[src/rtl/time_editor.sv]
// time_editor: five-button date/time editor. Debounces and auto-repeats the buttons, loads the live
// time, edits one field at a time with calendar-aware wrapping, and commits with a one-cycle pulse.
module time_editor #(
  parameter int unsigned DEBOUNCE_CYC     = 1_000_000,
  parameter int unsigned REPEAT_DELAY_CYC = 25_000_000,
  parameter int unsigned REPEAT_RATE_CYC  = 5_000_000,
  parameter int unsigned BLINK_CYC        = 12_500_000,
  parameter logic [3:0]  EDIT_MODE        = 4'd1,
  parameter int unsigned YEAR_MIN         = 2000,
  parameter int unsigned YEAR_MAX         = 2099
) (
  input  logic        clk,
  input  logic        rst,
  input  logic [3:0]  mode,
  input  logic        button_mid,
  input  logic        button_l,
  input  logic        button_r,
  input  logic        button_up,
  input  logic        button_down,
  input  logic [15:0] cur_year,
  input  logic [7:0]  cur_month,
  input  logic [7:0]  cur_day,
  input  logic [7:0]  cur_hour,
  input  logic [7:0]  cur_minute,
  input  logic [7:0]  cur_sec,
  output logic [15:0] year,
  output logic [7:0]  month,
  output logic [7:0]  day,
  output logic [7:0]  hour,
  output logic [7:0]  minute,
  output logic [7:0]  sec,
  output logic [3:0]  week,
  output logic [2:0]  field_sel,
  output logic        editing,
  output logic        commit,
  output logic        blink
);

  localparam int unsigned RP_MAX = (REPEAT_DELAY_CYC > REPEAT_RATE_CYC) ? REPEAT_DELAY_CYC
                                                                       : REPEAT_RATE_CYC;
  localparam int DB_W = $clog2(DEBOUNCE_CYC + 1);
  localparam int RP_W = $clog2(RP_MAX + 1);
  localparam int BL_W = $clog2(BLINK_CYC + 1);

  localparam logic [DB_W-1:0] DB_LAST   = DB_W'(DEBOUNCE_CYC - 1);
  localparam logic [RP_W-1:0] RP_DELAY  = RP_W'(REPEAT_DELAY_CYC);
  localparam logic [RP_W-1:0] RP_RATE   = RP_W'(REPEAT_RATE_CYC);
  localparam logic [BL_W-1:0] BL_LAST   = BL_W'(BLINK_CYC - 1);
  localparam logic [11:0]     Y_MIN     = 12'(YEAR_MIN);
  localparam logic [11:0]     Y_MAX     = 12'(YEAR_MAX);

  localparam int B_MID = 0;
  localparam int B_L   = 1;
  localparam int B_R   = 2;
  localparam int B_UP  = 3;
  localparam int B_DN  = 4;

  localparam logic [2:0] F_YEAR  = 3'd0;
  localparam logic [2:0] F_MONTH = 3'd1;
  localparam logic [2:0] F_DAY   = 3'd2;
  localparam logic [2:0] F_HOUR  = 3'd3;
  localparam logic [2:0] F_MIN   = 3'd4;
  localparam logic [2:0] F_SEC   = 3'd5;

  typedef enum logic [1:0] {IDLE, EDIT, COMMIT} state_t;

  // ---------------------------------------------------------------- helper functions
  function automatic logic [5:0] load2(input logic [7:0] b, input logic [5:0] lo,
                                       input logic [5:0] hi);
    logic [6:0] v;
    v = 7'(b[7:4]) * 7'd10 + 7'(b[3:0]);
    if (b[7:4] > 4'd9 || b[3:0] > 4'd9 || v < 7'(lo) || v > 7'(hi)) return lo;
    return 6'(v);
  endfunction

  function automatic logic [11:0] load_year(input logic [15:0] b);
    logic [13:0] v;
    v = 14'(b[15:12]) * 14'd1000 + 14'(b[11:8]) * 14'd100 + 14'(b[7:4]) * 14'd10 + 14'(b[3:0]);
    if (b[15:12] > 4'd9 || b[11:8] > 4'd9 || b[7:4] > 4'd9 || b[3:0] > 4'd9 ||
        v < 14'(YEAR_MIN) || v > 14'(YEAR_MAX)) return Y_MIN;
    return 12'(v);
  endfunction

  function automatic logic [7:0] to_bcd(input logic [6:0] v);
    return {4'(v / 7'd10), 4'(v % 7'd10)};
  endfunction

  // Years are confined to 1901..2099, so the century digits are always 19 or 20.
  function automatic logic [15:0] year_bcd(input logic [11:0] y);
    logic [11:0] rem;
    rem = (y >= 12'd2000) ? y - 12'd2000 : y - 12'd1900;
    return {(y >= 12'd2000) ? 8'h20 : 8'h19, to_bcd(7'(rem))};
  endfunction

  function automatic logic [5:0] dim(input logic [1:0] y_lo, input logic [5:0] mo);
    case (mo)
      6'd2:                     return (y_lo == 2'd0) ? 6'd29 : 6'd28;
      6'd4, 6'd6, 6'd9, 6'd11:  return 6'd30;
      default:                  return 6'd31;
    endcase
  endfunction

  // Sakamoto's method; y/100 and y/400 collapse to constants inside 1900..2099.
  function automatic logic [3:0] weekday(input logic [11:0] y, input logic [5:0] mo,
                                         input logic [5:0] d);
    logic [11:0] yy;
    logic [2:0]  t;
    logic [12:0] sum;
    logic [2:0]  r;
    yy = (mo < 6'd3) ? y - 12'd1 : y;
    case (mo)
      6'd2, 6'd6:   t = 3'd3;
      6'd3, 6'd11:  t = 3'd2;
      6'd4, 6'd7:   t = 3'd5;
      6'd8:         t = 3'd1;
      6'd9, 6'd12:  t = 3'd4;
      6'd10:        t = 3'd6;
      default:      t = 3'd0;
    endcase
    sum = 13'(yy) + 13'(yy[11:2]) - ((yy >= 12'd2000) ? 13'd20 : 13'd19)
        + ((yy >= 12'd2000) ? 13'd5 : 13'd4) + 13'(t) + 13'(d);
    r = 3'(sum % 13'd7);
    return (r == 3'd0) ? 4'd7 : {1'b0, r};
  endfunction

  // ---------------------------------------------------------------- button conditioning
  logic [4:0]      raw, sync1, sync2, db, db_q, press;
  logic [DB_W-1:0] db_cnt [5];
  logic [RP_W-1:0] rep_cnt [2];
  logic [1:0]      rep_fast, rep_evt;

  assign raw   = {button_down, button_up, button_r, button_l, button_mid};
  assign press = db & ~db_q;

  always_ff @(posedge clk) begin
    // NOTE: the debounce counters are a handful of flops, not a RAM, so resetting the array is fine.
    if (rst) begin
      sync1 <= '0;
      sync2 <= '0;
      db    <= '0;
      db_q  <= '0;
      for (int i = 0; i < 5; i++) db_cnt[i] <= '0;
    end else begin
      // NOTE: non-blocking assignments let every flop sample pre-edge values, so order is irrelevant.
      sync1 <= raw;
      sync2 <= sync1;
      db_q  <= db;
      for (int i = 0; i < 5; i++) begin
        if (sync2[i] == db[i]) begin
          db_cnt[i] <= '0;
        end else if (db_cnt[i] == DB_LAST) begin
          db_cnt[i] <= '0;
          db[i]     <= sync2[i];
        end else begin
          db_cnt[i] <= db_cnt[i] + 1'b1;
        end
      end
    end
  end

  // rep_cnt counts cycles since the last press/repeat event; it is zero while released.
  always_comb begin
    // NOTE: every signal written here gets a default first, so no path can infer a latch.
    rep_evt = '0;
    for (int j = 0; j < 2; j++)
      rep_evt[j] = db[B_UP+j] && !press[B_UP+j] &&
                   (rep_cnt[j] == (rep_fast[j] ? RP_RATE : RP_DELAY));
  end

  always_ff @(posedge clk) begin
    if (rst) begin
      rep_fast <= '0;
      for (int j = 0; j < 2; j++) rep_cnt[j] <= '0;
    end else begin
      for (int j = 0; j < 2; j++) begin
        if (!db[B_UP+j]) begin
          rep_cnt[j]  <= '0;
          rep_fast[j] <= 1'b0;
        end else if (press[B_UP+j]) begin
          rep_cnt[j]  <= RP_W'(1);
          rep_fast[j] <= 1'b0;
        end else if (rep_evt[j]) begin
          rep_cnt[j]  <= RP_W'(1);
          rep_fast[j] <= 1'b1;
        end else begin
          rep_cnt[j]  <= rep_cnt[j] + 1'b1;
        end
      end
    end
  end

  logic ev_mid, ev_l, ev_r, ev_up, ev_dn;
  assign ev_mid = press[B_MID];
  assign ev_l   = press[B_L];
  assign ev_r   = press[B_R];
  assign ev_up  = press[B_UP] | rep_evt[0];
  assign ev_dn  = press[B_DN] | rep_evt[1];

  // ---------------------------------------------------------------- editor FSM
  state_t      state_q, state_d;
  logic [2:0]  sel_d;
  logic [11:0] y_q, y_d, ld_y;
  logic [5:0]  mo_q, d_q, h_q, mi_q, s_q;
  logic [5:0]  mo_d, d_d, h_d, mi_d, s_d;
  logic [5:0]  ld_mo, ld_d, ld_h, ld_mi, ld_s, dim_cur, dim_new;
  logic [BL_W-1:0] blink_cnt;

  assign ld_y    = load_year(cur_year);
  assign ld_mo   = load2(cur_month,  6'd1, 6'd12);
  assign ld_d    = load2(cur_day,    6'd1, 6'd31);
  assign ld_h    = load2(cur_hour,   6'd0, 6'd23);
  assign ld_mi   = load2(cur_minute, 6'd0, 6'd59);
  assign ld_s    = load2(cur_sec,    6'd0, 6'd59);
  assign dim_cur = dim(y_q[1:0], mo_q);

  always_comb begin
    state_d = state_q;
    sel_d   = field_sel;
    y_d     = y_q;
    mo_d    = mo_q;
    d_d     = d_q;
    h_d     = h_q;
    mi_d    = mi_q;
    s_d     = s_q;
    dim_new = dim_cur;
    case (state_q)
      IDLE: begin
        {y_d, mo_d, d_d, h_d, mi_d, s_d} = {ld_y, ld_mo, ld_d, ld_h, ld_mi, ld_s};
        if (ev_mid && mode == EDIT_MODE) begin
          state_d = EDIT;
          sel_d   = F_YEAR;
        end
      end
      EDIT: begin
        if (mode != EDIT_MODE) begin
          state_d = IDLE;
          {y_d, mo_d, d_d, h_d, mi_d, s_d} = {ld_y, ld_mo, ld_d, ld_h, ld_mi, ld_s};
        end else if (ev_mid) begin
          state_d = COMMIT;
        end else if (ev_l || ev_r) begin
          // Simultaneous left and right cancel each other.
          if (ev_l && !ev_r)      sel_d = (field_sel == F_YEAR) ? F_SEC : field_sel - 3'd1;
          else if (ev_r && !ev_l) sel_d = (field_sel == F_SEC) ? F_YEAR : field_sel + 3'd1;
        end else if (ev_up ^ ev_dn) begin
          case (field_sel)
            F_YEAR, F_MONTH: begin
              if (field_sel == F_YEAR)
                y_d = ev_up ? ((y_q >= Y_MAX) ? Y_MIN : y_q + 12'd1)
                            : ((y_q <= Y_MIN) ? Y_MAX : y_q - 12'd1);
              else
                mo_d = ev_up ? ((mo_q >= 6'd12) ? 6'd1 : mo_q + 6'd1)
                             : ((mo_q <= 6'd1) ? 6'd12 : mo_q - 6'd1);
              dim_new = dim(y_d[1:0], mo_d);
              if (d_q > dim_new) d_d = dim_new;
            end
            F_DAY:  d_d  = ev_up ? ((d_q >= dim_cur) ? 6'd1 : d_q + 6'd1)
                                 : ((d_q <= 6'd1) ? dim_cur : d_q - 6'd1);
            F_HOUR: h_d  = ev_up ? ((h_q >= 6'd23) ? 6'd0 : h_q + 6'd1)
                                 : ((h_q == 6'd0) ? 6'd23 : h_q - 6'd1);
            F_MIN:  mi_d = ev_up ? ((mi_q >= 6'd59) ? 6'd0 : mi_q + 6'd1)
                                 : ((mi_q == 6'd0) ? 6'd59 : mi_q - 6'd1);
            F_SEC:  s_d  = ev_up ? ((s_q >= 6'd59) ? 6'd0 : s_q + 6'd1)
                                 : ((s_q == 6'd0) ? 6'd59 : s_q - 6'd1);
            default: ;
          endcase
        end
      end
      COMMIT:  state_d = IDLE;
      default: state_d = IDLE;
    endcase
  end

  always_ff @(posedge clk) begin
    if (rst) begin
      state_q   <= IDLE;
      field_sel <= F_YEAR;
      y_q       <= 12'd2000;
      mo_q      <= 6'd1;
      d_q       <= 6'd1;
      h_q       <= 6'd0;
      mi_q      <= 6'd0;
      s_q       <= 6'd0;
      year      <= 16'h2000;
      month     <= 8'h01;
      day       <= 8'h01;
      hour      <= 8'h00;
      minute    <= 8'h00;
      sec       <= 8'h00;
      week      <= 4'd6;
      blink     <= 1'b0;
      blink_cnt <= '0;
    end else begin
      state_q   <= state_d;
      field_sel <= sel_d;
      y_q       <= y_d;
      mo_q      <= mo_d;
      d_q       <= d_d;
      h_q       <= h_d;
      mi_q      <= mi_d;
      s_q       <= s_d;
      year      <= year_bcd(y_d);
      month     <= to_bcd({1'b0, mo_d});
      day       <= to_bcd({1'b0, d_d});
      hour      <= to_bcd({1'b0, h_d});
      minute    <= to_bcd({1'b0, mi_d});
      sec       <= to_bcd({1'b0, s_d});
      // Weekday follows the registered date, hence one cycle behind it.
      week      <= weekday(y_q, mo_q, d_q);
      if (state_d == EDIT) begin
        if (blink_cnt == BL_LAST) begin
          blink_cnt <= '0;
          blink     <= ~blink;
        end else begin
          blink_cnt <= blink_cnt + 1'b1;
        end
      end else begin
        blink_cnt <= '0;
        blink     <= 1'b0;
      end
    end
  end

  assign editing = (state_q == EDIT);
  assign commit  = (state_q == COMMIT);

endmodule
[config.mk]
export PLATFORM = sky130hd
export DESIGN_NAME = time_editor
export DESIGN_NICKNAME = d
export VERILOG_FILES = /design/src/rtl/time_editor.sv
export SDC_FILE = /design/constraint.sdc
export NUM_CORES = 1
export LEC_CHECK = 0
export ABC_AREA = 1
export CAP_MARGIN = 40
export CORE_UTILIZATION = 35
export CTS_CLUSTER_SIZE = 20
export DETAILED_ROUTE_END_ITERATION = 12
export PLACE_DENSITY = 0.63
export RECOVER_POWER = 50
export SYNTH_ARGS = -nofsm -noshare
export SYNTH_HDL_FRONTEND = slang
export SYNTH_SLANG_ARGS = --single-unit
[constraint.sdc]
create_clock -name clk -period 8.48 [get_ports clk]
set_input_delay 1.272 -clock clk [delete_from_list [all_inputs] [get_ports clk]]
set_output_delay 1.272 -clock clk [all_outputs]
set_load 0.05 [all_outputs]
Yosys cells after proc, flatten, opt, wreduce, memory -nomap -nowiden:

Memories as Yosys holds them, arrays and structs flattened. A register that Yosys moved wholly into a read port is not among the register bits.
Index checks and enable logic that the tools add are counted.

* flip-flop bits (word level): 154
* bits in writable memories: 150
* ROM bits: 48
* input bits: 67
* output and inout port bits: 66
* logic and storage cells: 494
* memories kept: 3

Memories
* db_cnt: depth 5, bits a word 20, rd ports 5, clocked after memory_dff 0, wr ports 5, RTL line 128 `logic [DB_W-1:0] db_cnt [5];`
* rep_cnt: depth 2, bits a word 25, rd ports 2, clocked after memory_dff 0, wr ports 2, RTL line 129 `logic [RP_W-1:0] rep_cnt [2];`
* (no name shown): depth 16, bits a word 3, rd ports 1, clocked after memory_dff 1, wr ports 0, RTL line 111 `case (mo)`

* add/sub/neg operators: 37
* $mul: 8
* div/mod/pow operators: 13
* order comparisons: 39
* eq/ne operators: 38
* mux-type cells: 235
* bitwise operators: 37
* reductions and logical operators: 56

Operators with widths (count)
* $mux 6: 64
* $mux 20: 15
* $mux 25: 10
* $mux 12: 18
* $mux 1: 101
* $add 20x1->20 const B: 5
* $eq 20x20->1 const B: 5
* $pmux 6 s2: 6
* $gt 4x4->1 const B: 14
* $add 25x1->25 const B: 2
* $eq 25x25->1: 2
* $add 7x4->7: 5
* $div 6x4->7 const B: 5
* $lt 7x1->1 const B: 5
* $mod 6x4->7 const B: 5
* $mux 3: 11
* $add 6x1->6 const B: 5
* $mul 4x3->6 const B: 5
* $sub 6x1->6 const B: 5
* $add 13x3->13: 2
* $or 1x1->1: 25
* $add 24x1->24 const B: 1
* $eq 24x24->1 const B: 1
* $eq 6x3->1 const B: 4
* other kinds (67): 142

Depth between registers and ports, before layout:

* depth in word-level cells: 32
* depth in mapped cells: 73
* mapped depth without buffers: 72

Worst setup path after synthesis:

OpenSTA, ideal clock, no wires.

* path type: register -> register
* start: register mo_q[4]
* end: register week[0]
* setup time: 128 ps
* arrival: 7870 ps
* data required time: 8352 ps
* slack: 482 ps
* cell stages (with the launch flop): 67
* buffers on the path: 2
* period minus slack after synthesis: 7998 ps
* path through: dfxtp_1 -> nor2_1 -> inv_1 -> nor2_1 -> inv_1 -> nor2_1 -> inv_1 -> nor2_1 -> clkbuf_1 -> clkbuf_1 -> nand2_1 -> o21ai_0 -> inv_1 -> ha_1 -> o2111ai_1 -> and2_1 -> inv_1 -> fa_1 -> [31 not listed] -> nand2_4 -> nand2_2 -> nand2_4 -> nand4_4 -> nand3_1 -> nand2_1 -> inv_2 -> ha_1 -> inv_1 -> nand2_2 -> nand3_2 -> nand2_1 -> inv_2 -> nand3_4 -> nand2_1 -> nand2_1 -> a21oi_1 -> nor2_1

* cells in the longest elaborated chain, start to end: 11
* elaborated cells between the ends (all ways): 16
* classes of those cells: add/sub: 5; div: 1; order compare: 2; mux: 6; reduce/logical: 2

Ends and longest elaborated chain
* start: declaration: RTL line 203 `logic [5:0] mo_q, d_q, h_q, mi_q, s_q;`
* start signal: assignment: RTL line 296 `mo_q <= mo_d;`
* $lt 6x2->1: RTL line 110 `yy = (mo < 6'd3) ? y - 12'd1 : y;`
* $mux 12: RTL line 110
* $ge 12x11->1: RTL line 120, 121
* $mux 3: RTL line 120 `sum = 13'(yy) + 13'(yy[11:2]) - ((yy >= 12'd2000) ? 13'd20 : 13'd19)`
* $sub 13x5->13: RTL line 120
* $add 13x3->13: RTL line 121 `+ ((yy >= 12'd2000) ? 13'd5 : 13'd4) + 13'(t) + 13'(d);`
* $add 13x3->13 (*): RTL line 121
* $add 13x6->13 (*): RTL line 121
* $mod 13x3->13 (*): RTL line 122 `r = 3'(sum % 13'd7);`
* $logic_not 3->1: RTL line 123 `return (r == 3'd0) ? 4'd7 : {1'b0, r};`
* $mux 1 (*): RTL line 123
* end signal: assignment: RTL line 308 `week <= weekday(y_q, mo_q, d_q);`
* end: declaration: RTL line 32 `output logic [3:0] week,`

Every way passes the cells marked *; elsewhere a longest branch is shown, timed or not. The select of a mux whose other input is x is not followed.
A chain may end at the register's enable or synchronous reset.

Final worst setup path:

* start: register y_q[1]
* end: register week[0]

* cells in the longest elaborated chain, start to end: 11
* elaborated cells between the ends (all ways): 13
* classes of those cells: add/sub: 6; div: 1; order compare: 1; mux: 4; reduce/logical: 1

Ends and longest elaborated chain
* start: declaration: RTL line 202 `logic [11:0] y_q, y_d, ld_y;`
* start signal: assignment: RTL line 295 `y_q <= y_d;`
* $sub 12x1->12: RTL line 110
* $mux 12 (*): RTL line 110
* $ge 12x11->1: RTL line 120, 121
* $mux 3: RTL line 120
* $sub 13x5->13: RTL line 120
* $add 13x3->13 (*) (2 in series): RTL line 121
* $add 13x6->13 (*): RTL line 121
* $mod 13x3->13 (*): RTL line 122
* $logic_not 3->1: RTL line 123
* $mux 1 (*): RTL line 123

Every way passes the cells marked *; elsewhere a longest branch is shown, timed or not.

==> out/metrics.cfg <==
[synthesis]
synth_edf_count = 150
yosysTopAreaCell = edfxtp_1
synth-async-reset-ratio = 0
synth_cell_types = 78
synthFlopType = edfxtp_1
yosysSeqAreaShare = 0.316
ys_warn_count = 0
syn_avg_cell_area_um2 = 7.42
yosys_register_bits = 289
syn_inst = 3112
syn_area_um2 = 23100
netlist.area_leader.share = 0.195
synth_area_leaders = edfxtp_1 20%, dfxtp_1 12%, ha_1 9.5%, inv_1 8.4%, nand2_1 8.0%

[routing]
vias_per_cell = 4.75
first_pass_iters = 5
wl_um = 55500
ant_nets = 0
drc = 0
first_iter_violations = 1227
num_vias = 20600
wl_per_cell_um = 12.8

[grt]
globalRouteOverflowTotal = 0
grt_antenna_before_repair = 3
grt_pass1_vias = 18900
grt_usage = 0.164
grt_start_max_net_pins = 54
grt_first_pass_wirelength_um = 91400

[worst_setup_path]
worst-path-max-fanout = 5
path_buf_inv = 12
cpMostUsedCell = nand2_2
path_delay_family = simple AND/OR/NAND/NOR gates
cpPeakStageDelay_ns = 0.51
r2r_end = week[0]$_SDFF_PP0_
r2r-start = y_q[1]$_SDFF_PP0_
worstRegToRegCells = 63
slowest_stage = fa_2
critical_path.startpoint_type = register
critPathCaptureType = register
cp.arrival_ns = 8.37
path_depth = 63
required_ns = 8.92
r2r_slack_ns = 0.56
critPathKind = register to register

[floorplan]
core_um2 = 64800
initial_core_util = 0.356
die_w_um = 259
die-area_um2 = 67000
fp.dieH_um = 259
rows = 93
io_pins = 133

[flow_run]
drv_cap = 1

[clock_network]
numCtsBuffers = 37
hold_buffers = 0
cts.htree.levels = 2
clk_pin_slew_ns = 0.06
insertion_delay_ns = 0.55
cts_tree = done
cts_root_buffer = clkbuf_16
numClockSinks = 289
clock_path_buffers = 3

[placement]
gp_congestion = 0.917
dp_hpwl_um = 43100
portBuffers = 122

[min_path]
worstHoldStart = sync1[1]$_SDFF_PP0_
hold-path-endpoint = sync2[1]$_SDFF_PP0_
min_path_cells = 2
hp-class = register to register

[timing]
finalCriticalPeriod_ns = 7.92
slew-limit-headroom = -0.457
rsz0062_at_grt = true
fmax_ghz = 0.126
hold_viol = 0
maxSlewViolCount = 38
min_period_over_period = 0.934
worst_pin_slew_ns = 2.19
skew_ns = 0.0250
setup_viol = 0

[finish]
final_nets = 3740
syn2layout_area_growth_pct = 21.1
utilization = 0.431
drive_above_1_share = 0.105
num-fill-cells = 6553
multiInputGateArea_um2 = 14200
num_antenna_cells = 0
ff_latch_area_um2 = 7290

[power_and_ir_drop]
total_power_uw = 11000
max-vdd-ir-drop_uv = 1370
leakagePower_uw = 0.0127
p_per_area_nw_per_um2 = 395

[outcome]
failed_checks = max-capacitance violations, max-slew violations
status = finished with violations

-- worst register-to-register path, delay by kind of cell, from the launching register on --
kind	cells	cell delay, ns
flip-flops	1	0.32
adder cells (fa/ha/maj)	6	2.23
AND/OR/NAND/NOR	35	3.06
XOR/XNOR	1	0.20
buffers and inverters	12	0.88
AO/OA/AOI/OAI	9	1.09
-- layout by cell type (no fill, tap or decap), drive strengths merged, types with 9 or more instances in the layout --
cell type,n
nand2,532
o21a,17
and3,10
a31oi,22
ha,176
nand3,173
nor3b,54
inv,547
clkinv,9
xnor2,24
nor3,87
dfxtp,139
o311ai,9
o31ai,11
clkdlybuf4s50,70
conb,160
nor2,373
buf,102
dlygate4sd3,48
a211oi,17
clkbuf,52
or2,13
o21ai,204
xor2,79
nand4,56
nor4,29
fa,40
edfxtp,150
a22oi,14
o211ai,22
a21oi,186
-- report_power, final --
part	leakage, uW	internal (uW)	switching (uW)
Combinational	0.00937	3020	4710
Clock	0.000650	1090	625
Sequential	0.00267	1560	44.3
-- cell families after synthesis --
family                   synth area share
multiplexers                      0.00136
AND/OR/NAND/NOR                     0.268
other                            0.000325
adder cells (fa/ha/maj)             0.130
XOR/XNOR                           0.0401
buffers and inverters               0.107
AO/OA/AOI/OAI                       0.138
flip-flops                          0.316
-- how the worst max path moves through the flow --
stage	startpoint	end	slack [ns]
floorplan	mo_q[4]$_SDFF_PP0_	week[0]$_SDFF_PP0_	0.48
global placement	cur_year[13]	year[1]$_SDFF_PP0_	-0.15
detailed placement	cur_year[13]	year[1]$_SDFF_PP0_	-0.32
CTS	y_q[1]$_SDFF_PP0_	week[2]$_SDFF_PP1_	0.01
global route	y_q[1]$_SDFF_PP0_	week[0]$_SDFF_PP0_	-0.05
finish	y_q[1]$_SDFF_PP0_	week[0]$_SDFF_PP0_	0.56
-- cells in the mapped netlist, drive strengths merged, types with 3 or more instances --
master and number:
inv 546, nand2 532, nor2 373, o21ai 204, a21oi 186, ha 176
nand3 173, edfxtp 150, dfxtp 139, nor3 87, xor2 79, nand4 56
nor3b 54, clkbuf 42, fa 40, buf 35, nor4 29, xnor2 24
a31oi 22, o211ai 22, a211oi 17, o21a 17, a22oi 14, or2 13
o31ai 11, and3 10, o311ai 9, a221oi 6, o32ai 5, and2 4
a32oi 3, clkinv 3, o211a 3, o21bai 3, o221ai 3
-- registers in the layout, summed over array words and instances, names as in the netlist, 7 cells and up, named ones only --
name and count:
blink_cnt 24, day 7, db_cnt 100, hour 7
minute 7, month 7, rep_cnt 50, sec 7
y_q 12, year 9
-- layout make-up --
type                       count  area share
inverter                     549      0.0738
multi-input combinational   2355       0.508
clock inverter                17     0.00926
tap                          855      0.0383
timing repair buffer         225      0.0717
clock buffer                  50      0.0389
sequential                   289       0.261
-- through the flow --
stage	instances	hold WS, ns	TNS [ns]	worst slack, ns	cell area, um^2
final	4340	0.410	0	0.558	28000
after global routing	4340	0.429	-0.129	-0.0486	28000
after CTS	4334	0.411	0	0.0133	27700
after detailed placement	4267	0.397	-1.16	-0.320	26300
after global placement	4266	0.389	-0.464	-0.154	26300
after floorplan	3270	0.388	0	0.482	23700
-- routing by layer --
layer / up-vias / global-route usage / wire [um]
li1: 10800 / - / -
met1: 9269 / 0.221 / 26500
met2: 428 / 0.261 / 24000
met3: 75 / 0.0379 / 3660
met4: 2 / 0.0440 / 1290
met5: - / 0 / 13
-- repair_timing --
action,in CTS,in global routing
endpoints found under the setup margin,0,7
hold endpoints to repair,0,0
setup buffers,0,6
gates resized for setup,0,80
Power figures use the tool's default switching activity.
